--- src/rtl/hi_lo_muldiv_if.sv ---
// hi_lo_muldiv_if: execute-stage <-> HI/LO mul/div unit connection.
//   clk_enable       global enable; all unit state holds when low
//   op_start/op_sel  issue request and opcode (00 MULT, 01 MULTU, 10 DIV, 11 DIVU)
//   rs_val/rt_val    multiplicand/dividend and multiplier/divisor
//   HI_*/LO_* input  MTHI/MTLO data and strobes
//   busy/done        op in flight / one-cycle completion pulse
//   HI/LO_output     architectural HI and LO registers
interface hi_lo_muldiv_if #(
    parameter int unsigned WIDTH = 32
);
    logic             clk_enable;
    logic             op_start;
    logic [1:0]       op_sel;
    logic [WIDTH-1:0] rs_val;
    logic [WIDTH-1:0] rt_val;
    logic [WIDTH-1:0] HI_input;
    logic [WIDTH-1:0] LO_input;
    logic             HI_write_enable;
    logic             LO_write_enable;
    logic             busy;
    logic             done;
    logic [WIDTH-1:0] HI_output;
    logic [WIDTH-1:0] LO_output;

    modport master (
        output clk_enable, op_start, op_sel, rs_val, rt_val,
        output HI_input, LO_input, HI_write_enable, LO_write_enable,
        input  busy, done, HI_output, LO_output
    );

    modport slave (
        input  clk_enable, op_start, op_sel, rs_val, rt_val,
        input  HI_input, LO_input, HI_write_enable, LO_write_enable,
        output busy, done, HI_output, LO_output
    );
endinterface

--- src/rtl/hi_lo_muldiv_unit.sv ---
// hi_lo_muldiv_unit: HI/LO register pair with an iterative radix-2 multiply/divide engine.
//   clk    rising-edge clock
//   reset  asynchronous active-low reset
//   bus    hi_lo_muldiv_if slave modport (issue, MTHI/MTLO, busy/done, HI/LO outputs)
// An op is accepted in IDLE, runs WIDTH steps in CALC, and writes HI/LO only in FIX.
module hi_lo_muldiv_unit #(
    parameter int unsigned WIDTH = 32
) (
    input logic             clk,
    input logic             reset,
    hi_lo_muldiv_if.slave   bus
);
    localparam int unsigned CntW = (WIDTH > 1) ? $clog2(WIDTH) : 1;

    typedef enum logic [1:0] {StIdle, StCalc, StFix} state_e;

    state_e               state_q;
    logic [CntW-1:0]      cnt_q;
    logic                 div_q;
    logic                 neg_res_q;   // quotient / product sign
    logic                 neg_rem_q;   // remainder sign (follows dividend)
    logic [WIDTH-1:0]     a_q;         // |multiplicand|
    logic [WIDTH-1:0]     b_q;         // |divisor|
    logic [WIDTH-1:0]     rs_q;        // raw dividend, needed for divide-by-zero HI
    logic [2*WIDTH-1:0]   acc_q;
    logic [WIDTH-1:0]     hi_q;
    logic [WIDTH-1:0]     lo_q;
    logic                 busy_q;
    logic                 done_q;

    // Operand conditioning at acceptance
    logic                 is_signed;
    logic                 rs_neg;
    logic                 rt_neg;
    logic [WIDTH-1:0]     rs_abs;
    logic [WIDTH-1:0]     rt_abs;

    always_comb begin
        is_signed = ~bus.op_sel[0];
        rs_neg    = is_signed & bus.rs_val[WIDTH-1];
        rt_neg    = is_signed & bus.rt_val[WIDTH-1];
        rs_abs    = rs_neg ? (~bus.rs_val + WIDTH'(1)) : bus.rs_val;
        rt_abs    = rt_neg ? (~bus.rt_val + WIDTH'(1)) : bus.rt_val;
    end

    // One radix-2 step of each algorithm
    logic [WIDTH:0]       mul_sum;
    logic [2*WIDTH-1:0]   mul_next;
    logic [WIDTH:0]       rem_sh;
    logic                 div_ge;
    logic [WIDTH-1:0]     rem_new;
    logic [2*WIDTH-1:0]   div_next;

    always_comb begin
        // Shift-add: acc = {partial product, remaining multiplier bits}
        mul_sum  = {1'b0, acc_q[2*WIDTH-1:WIDTH]} + {1'b0, a_q};
        mul_next = acc_q[0] ? {mul_sum, acc_q[WIDTH-1:1]}
                            : {1'b0, acc_q[2*WIDTH-1:1]};

        // Restoring divide: acc = {remainder, dividend bits shifting into quotient}
        rem_sh   = {acc_q[2*WIDTH-1:WIDTH], acc_q[WIDTH-1]};
        div_ge   = rem_sh >= {1'b0, b_q};
        // When div_ge the difference is below b_q, so the low WIDTH bits are exact
        rem_new  = div_ge ? (rem_sh[WIDTH-1:0] - b_q) : rem_sh[WIDTH-1:0];
        div_next = {rem_new, acc_q[WIDTH-2:0], div_ge};
    end

    // Sign fix-up applied in FIX
    logic [2*WIDTH-1:0]   prod;
    logic [WIDTH-1:0]     quo;
    logic [WIDTH-1:0]     rem;
    logic [WIDTH-1:0]     fix_hi;
    logic [WIDTH-1:0]     fix_lo;

    always_comb begin
        fix_hi = '0;
        fix_lo = '0;
        prod   = neg_res_q ? (~acc_q + (2*WIDTH)'(1)) : acc_q;
        quo    = acc_q[WIDTH-1:0];
        rem    = acc_q[2*WIDTH-1:WIDTH];
        if (!div_q) begin
            {fix_hi, fix_lo} = prod;
        end else if (b_q == '0) begin
            fix_hi = rs_q;
            fix_lo = '1;
        end else begin
            // Most-negative / -1 falls out naturally: |q| = 2^(W-1), negated wraps to itself
            fix_lo = neg_res_q ? (~quo + WIDTH'(1)) : quo;
            fix_hi = neg_rem_q ? (~rem + WIDTH'(1)) : rem;
        end
    end

    always_ff @(posedge clk or negedge reset) begin
        if (!reset) begin
            state_q   <= StIdle;
            cnt_q     <= '0;
            div_q     <= 1'b0;
            neg_res_q <= 1'b0;
            neg_rem_q <= 1'b0;
            a_q       <= '0;
            b_q       <= '0;
            rs_q      <= '0;
            acc_q     <= '0;
            hi_q      <= '0;
            lo_q      <= '0;
            busy_q    <= 1'b0;
            done_q    <= 1'b0;
        end else if (bus.clk_enable) begin
            done_q <= 1'b0;
            unique case (state_q)
                StIdle: begin
                    if (bus.op_start) begin
                        // op_start wins over any same-cycle MTHI/MTLO
                        div_q     <= bus.op_sel[1];
                        neg_res_q <= rs_neg ^ rt_neg;
                        neg_rem_q <= rs_neg;
                        a_q       <= rs_abs;
                        b_q       <= rt_abs;
                        rs_q      <= bus.rs_val;
                        acc_q     <= bus.op_sel[1] ? {{WIDTH{1'b0}}, rs_abs}
                                                   : {{WIDTH{1'b0}}, rt_abs};
                        cnt_q     <= '0;
                        busy_q    <= 1'b1;
                        state_q   <= StCalc;
                    end else begin
                        if (bus.HI_write_enable) hi_q <= bus.HI_input;
                        if (bus.LO_write_enable) lo_q <= bus.LO_input;
                    end
                end
                StCalc: begin
                    acc_q <= div_q ? div_next : mul_next;
                    cnt_q <= cnt_q + CntW'(1);
                    if (cnt_q == CntW'(WIDTH - 1)) state_q <= StFix;
                end
                StFix: begin
                    hi_q    <= fix_hi;
                    lo_q    <= fix_lo;
                    busy_q  <= 1'b0;
                    done_q  <= 1'b1;
                    state_q <= StIdle;
                end
                default: state_q <= StIdle;
            endcase
        end
    end

    assign bus.busy      = busy_q;
    assign bus.done      = done_q;
    assign bus.HI_output = hi_q;
    assign bus.LO_output = lo_q;
endmodule

--- src/flat_wrapper.sv ---
// flat-port wrapper written by rule: the top's interface ports become plain ports
module hi_lo_muldiv_unit_flat 
#(
    parameter int unsigned WIDTH = 32
)
  (clk, reset, bus_clk_enable, bus_op_start, bus_op_sel, bus_rs_val, bus_rt_val, bus_HI_input, bus_LO_input, bus_HI_write_enable, bus_LO_write_enable, bus_busy, bus_done, bus_HI_output, bus_LO_output);
  hi_lo_muldiv_if #(.WIDTH(WIDTH)) bus_i ();
  input logic clk;
  input logic reset;
  input wire logic [$bits(bus_i.clk_enable)-1:0] bus_clk_enable;
  input wire logic [$bits(bus_i.op_start)-1:0] bus_op_start;
  input wire logic [$bits(bus_i.op_sel)-1:0] bus_op_sel;
  input wire logic [$bits(bus_i.rs_val)-1:0] bus_rs_val;
  input wire logic [$bits(bus_i.rt_val)-1:0] bus_rt_val;
  input wire logic [$bits(bus_i.HI_input)-1:0] bus_HI_input;
  input wire logic [$bits(bus_i.LO_input)-1:0] bus_LO_input;
  input wire logic [$bits(bus_i.HI_write_enable)-1:0] bus_HI_write_enable;
  input wire logic [$bits(bus_i.LO_write_enable)-1:0] bus_LO_write_enable;
  output wire logic [$bits(bus_i.busy)-1:0] bus_busy;
  output wire logic [$bits(bus_i.done)-1:0] bus_done;
  output wire logic [$bits(bus_i.HI_output)-1:0] bus_HI_output;
  output wire logic [$bits(bus_i.LO_output)-1:0] bus_LO_output;
  assign bus_i.clk_enable = bus_clk_enable;
  assign bus_i.op_start = bus_op_start;
  assign bus_i.op_sel = bus_op_sel;
  assign bus_i.rs_val = bus_rs_val;
  assign bus_i.rt_val = bus_rt_val;
  assign bus_i.HI_input = bus_HI_input;
  assign bus_i.LO_input = bus_LO_input;
  assign bus_i.HI_write_enable = bus_HI_write_enable;
  assign bus_i.LO_write_enable = bus_LO_write_enable;
  assign bus_busy = bus_i.busy;
  assign bus_done = bus_i.done;
  assign bus_HI_output = bus_i.HI_output;
  assign bus_LO_output = bus_i.LO_output;
  hi_lo_muldiv_unit #(.WIDTH(WIDTH)) u_core (.clk(clk), .reset(reset), .bus(bus_i));
endmodule
--- config.mk ---
export PLATFORM = sky130hd
export DESIGN_NAME = hi_lo_muldiv_unit_flat
export DESIGN_NICKNAME = d
export VERILOG_FILES = /design/src/rtl/hi_lo_muldiv_if.sv /design/src/rtl/hi_lo_muldiv_unit.sv /design/src/flat_wrapper.sv
export SDC_FILE = /design/constraint.sdc
export NUM_CORES = 1
export LEC_CHECK = 0
export CAP_MARGIN = 0
export CORE_ASPECT_RATIO = 1.4
export CORE_MARGIN = 2
export CORE_UTILIZATION = 30
export CTS_BUF_LIST = sky130_fd_sc_hd__clkbuf_4 sky130_fd_sc_hd__clkbuf_8 sky130_fd_sc_hd__clkbuf_16
export CTS_CLUSTER_SIZE = 12
export DETAILED_ROUTE_END_ITERATION = 8
export GPL_TIMING_DRIVEN = 0
export PLACE_DENSITY = 0.46
export SLEW_MARGIN = 20
export SYNTH_ARGS = -nofsm -noshare
export SYNTH_HDL_FRONTEND = slang
export SYNTH_SLANG_ARGS = --single-unit
export TNS_END_PERCENT = 100
--- constraint.sdc ---
create_clock -name clk -period 4.4 [get_ports clk]
set_input_delay 0.44 -clock clk [delete_from_list [all_inputs] [get_ports clk]]
set_output_delay 0.44 -clock clk [all_outputs]
set_load 0.02 [all_outputs]
==> results_dict.tcl <==
set metrics [dict create \
    status "complete, no violations" \
    detailroute.via_count 18890 \
    gr_util_met3_pct 2.404 \
    clock_tree.htree_level_count 1 \
    postRouteAntennaNets 0 \
    async_flop_share_pct 100.0 \
    port-buffer-count 200 \
    dp_hpwl_mm 75.30 \
    path_max_fanout 10 \
    final_cell_count_no_fill 3394 \
    layout.nets 2763 \
    grt_use_met2_pct 49.59 \
    m1_gr_usage_pct 32.98 \
    timing.critical_path.arrival_ns 4.69 \
    syn_inst 2324 \
    synth-edff-count 0 \
    cts_buffers 27 \
    timing.max_cap.violations 0 \
    final_core_utilization_pct 36.88 \
    clk_transition_reported_paths_ns 0.07 \
    detail_route.wirelength_mm 91.84 \
    synth_area_leaders "sky130_fd_sc_hd__dfrtp_1 32%, sky130_fd_sc_hd__nand2_1 8.4%, sky130_fd_sc_hd__o21ai_0 7.6%" \
    layout-drive-gt1-share_pct 4.235 \
    gr-max-usage-layer "met2" \
    fp.dieH_um 296.0 \
    yosys.area.top_type "sky130_fd_sc_hd__dfrtp_1" \
    final_min_period_over_clock_period_pct 95.45 \
    synthesized_area_per_cell_um2 7.861 \
    final_hold_viol_count 0 \
    synthesis.nets 2532 \
    buffers_plus_inverters_on_the_worst_setup_path 3 \
    area_overhead_of_the_layout_relative_to_synthesis_pct 22.18 \
    gpl.final_weighted_congestion 0.9853 \
    tightest_slew_margin_relative_to_the_limit_pct 21.14 \
    drt_first_pass_iters 6 \
    finalCriticalPeriod_ns 4.200 \
    insertion_delay_ns 0.60 \
    slew_viol_final 0 \
    track_usage_pct 28.74 \
    clock-root-buffer "sky130_fd_sc_hd__clkbuf_16" \
    power-per-cell-area_nw_per_um2 823.3 \
    post-route-drc-count 0 \
    timing_worst_slew_pin_value_ns 1.183 \
    worst_clock_skew_ns 0.02357 \
    coreArea_um2 60510 \
    synth.ff_latch_count 235 \
    critical_path.slowest_cell "sky130_fd_sc_hd__clkbuf_1" \
    wire_length_of_the_first_global_routing_pass_mm 131.1 \
    reg2reg_from "u_core.b_q[16]" \
    ys_types 80 \
    setup.worst_path.start "u_core.b_q[16]" \
    setup_repair_after_global_routing_missed_its_margin "no" \
    grt_start_max_net_pins 93 \
    crit_chain "inv_1 -> ha_1 -> clkbuf_1 -> a21oi_1 -> o21ai_0 -> or3_1 -> a211oi_2 -> o21ai_1 -> nand2_1 -> clkbuf_1 -> a21oi_1 -> o221ai_1" \
    post_syn_area_um2 18270 \
    startpoint_type_of_the_worst_setup_path "flip-flop" \
    dominantRegCellSynth "sky130_fd_sc_hd__dfrtp_1" \
    max_freq_ghz 0.2381 \
    timing_worst_setup_path_type "reg -> reg" \
    first_iter_violations 1667 \
    first_global_vias 18940 \
    setup-tns-final_ns 0 \
    numClockSinks 235 \
    library_cell_with_the_highest_instance_count_after_synthesis "sky130_fd_sc_hd__nand2_1" \
    cp-end-kind "flip-flop" \
    floorplan.rows 107 \
    cp_data_required_time_ns 4.89 \
    leakage_nw 9.329 \
    fp.dieArea_um2 62910 \
    avgRoutedWirePerCell_um 27.06 \
    synth_top_area_share_pct 32.19 \
    grt_overflow 0 \
    path_delay_family "compound AO/OA/AOI/OAI gates" \
    hold_ws_ns 0.3561 \
    io-pin-count 202 \
    max-clock-path-buffers 3 \
    post-place-cells 3343 \
    cts_tree "built" \
    worst_hold_path_type "in -> async" \
    via_per_instance_ratio 5.566 \
    chipWidth_um 212.6 \
    post_synth_most_frequent_cells "411 x sky130_fd_sc_hd__nand2_1, 276 x sky130_fd_sc_hd__o21ai_0, 235 x sky130_fd_sc_hd__dfrtp_1, 162 x sky130_fd_sc_hd__a21oi_1, 149 x sky130_fd_sc_hd__clkbuf_1" \
    synth_sequential_area_ratio_pct 32.19 \
    synth-warning-count 0 \
    initial_utilization_pct 30.19 \
    grt_antenna_before_repair 1 \
    vdd_ir_drop_max_mv 0.3861 \
    final-setup-viol-count 0 \
    max_stage_delay_ns 0.64 \
]
-- timing repair --
item | in CTS | in global routing
setup buffers | 0 | 0
hold endpoints to repair | 52 | 0
hold buffers | 1 | 0
cloned | 0 | 0
gates resized for setup | 5 | 7
setup endpoints to repair | 41 | 23
-- registers in the layout, summed over array words and instances, names as in the netlist, 2 cells and up --
signal	flops
u_core.b_q	32
u_core.bus.HI_output	32
u_core.cnt_q	5
u_core.rs_q	32
u_core.state_q	2
u_core.a_q	31
u_core.bus.LO_output	32
u_core.acc_q	64
-- logic make-up after synthesis --
| group | Yosys count | share of synthesized area [%] |
|---|---|---|
| and+or+nand+nor | 770 | 19.04 |
| AOI/OAI and AO/OA | 729 | 24.72 |
| buffers and inverters | 241 | 5.226 |
| DFF | 235 | 32.19 |
| xor gates and xnor gates | 202 | 9.684 |
| muxes | 75 | 4.123 |
| adders and majority gates | 72 | 5.013 |
-- metal layers --
metal	part of all wire (%)	vias to the layer above
li1	-	8727
met1	38	9246
met2	48	718
met3	4.5	199
met4	8.9	0
met5	0	-
-- worst paths after layout --
check | endpoint | slack [ns] | cells after the start
worst max-delay path | u_core.acc_q[43] | 0.20 | 12
worst min-delay path | u_core.acc_q[47] | 0.36 | 2
worst max register to register | u_core.acc_q[43] | 0.20 | 12
worst min register to register | u_core.bus.HI_output[13] | 0.48 | 2
max in group asynchronous | u_core.acc_q[10] | 3.14 | 3
min in group clk | u_core.bus.HI_output[23] | 0.43 | 3
-- through the flow --
| step | cell area (um2) | power (mW) | setup WS, ns |
|---|---|---|---|
| 2_1_floorplan | 18270 | 11.28 | 1.299 |
| 3_3_place_gp | 21290 | 15.73 | -7.939 |
| 3_5_place_dp | 21350 | 15.78 | -0.6189 |
| 4_1_cts | 22300 | 18.27 | 0.04956 |
| 5_1_grt | 22310 | 19.51 | 0.02023 |
| 6_report | 22320 | 18.38 | 0.2000 |
-- cell usage in the layout (no fill, tap or decap), drive strengths merged, types with 8 or more instances in the layout --
| cell | netlist | layout |
|---|---|---|
| nand2b | 19 | 19 |
| dfrtp | 235 | 235 |
| nor3 | 29 | 29 |
| xnor2 | 102 | 102 |
| ha | 70 | 70 |
| o41ai | 21 | 21 |
| a221o | 8 | 8 |
| a221oi | 10 | 10 |
| a21o | 32 | 32 |
| nor2 | 133 | 133 |
| a211oi | 29 | 29 |
| inv | 66 | 67 |
| nand2 | 411 | 411 |
| o21bai | 9 | 9 |
| and2 | 8 | 8 |
| o22ai | 22 | 22 |
| and3 | 12 | 12 |
| xor2 | 100 | 100 |
| a31oi | 21 | 21 |
| nand3 | 27 | 27 |
| or3 | 21 | 21 |
| buf | 21 | 24 |
| o31ai | 33 | 33 |
| o221ai | 23 | 23 |
| o211ai | 33 | 33 |
| nor2b | 21 | 21 |
| mux2i | 73 | 73 |
| a21oi | 162 | 162 |
| or2 | 16 | 16 |
| or4 | 24 | 24 |
| clkbuf | 151 | 191 |
| clkdlybuf4s50 | 0 | 199 |
| nor4 | 24 | 24 |
| nand4 | 15 | 15 |
| o21ai | 279 | 279 |
-- report_power, final --
part / switching, mW / leakage [nW] / internal [mW]
logic: 7.36 / 5.92 / 4.26
registers: 1.19 / 2.94 / 3.14
clock network: 1.01 / 0.465 / 1.41
-- area by class of cell --
type / count / area, um2
Clock inverter: 7 / 102.6
Inverter: 69 / 260.3
Multi-Input combinational cell: 1848 / 11450
Clock buffer: 41 / 824.5
Sequential cell: 235 / 5881
Antenna cell: 3 / 7.507
Timing Repair Buffer: 203 / 2072
Buffer: 171 / 696.9
Fill cell: 6373 / 38190
Tap cell: 817 / 1022
Power figures use the tool's default switching activity.
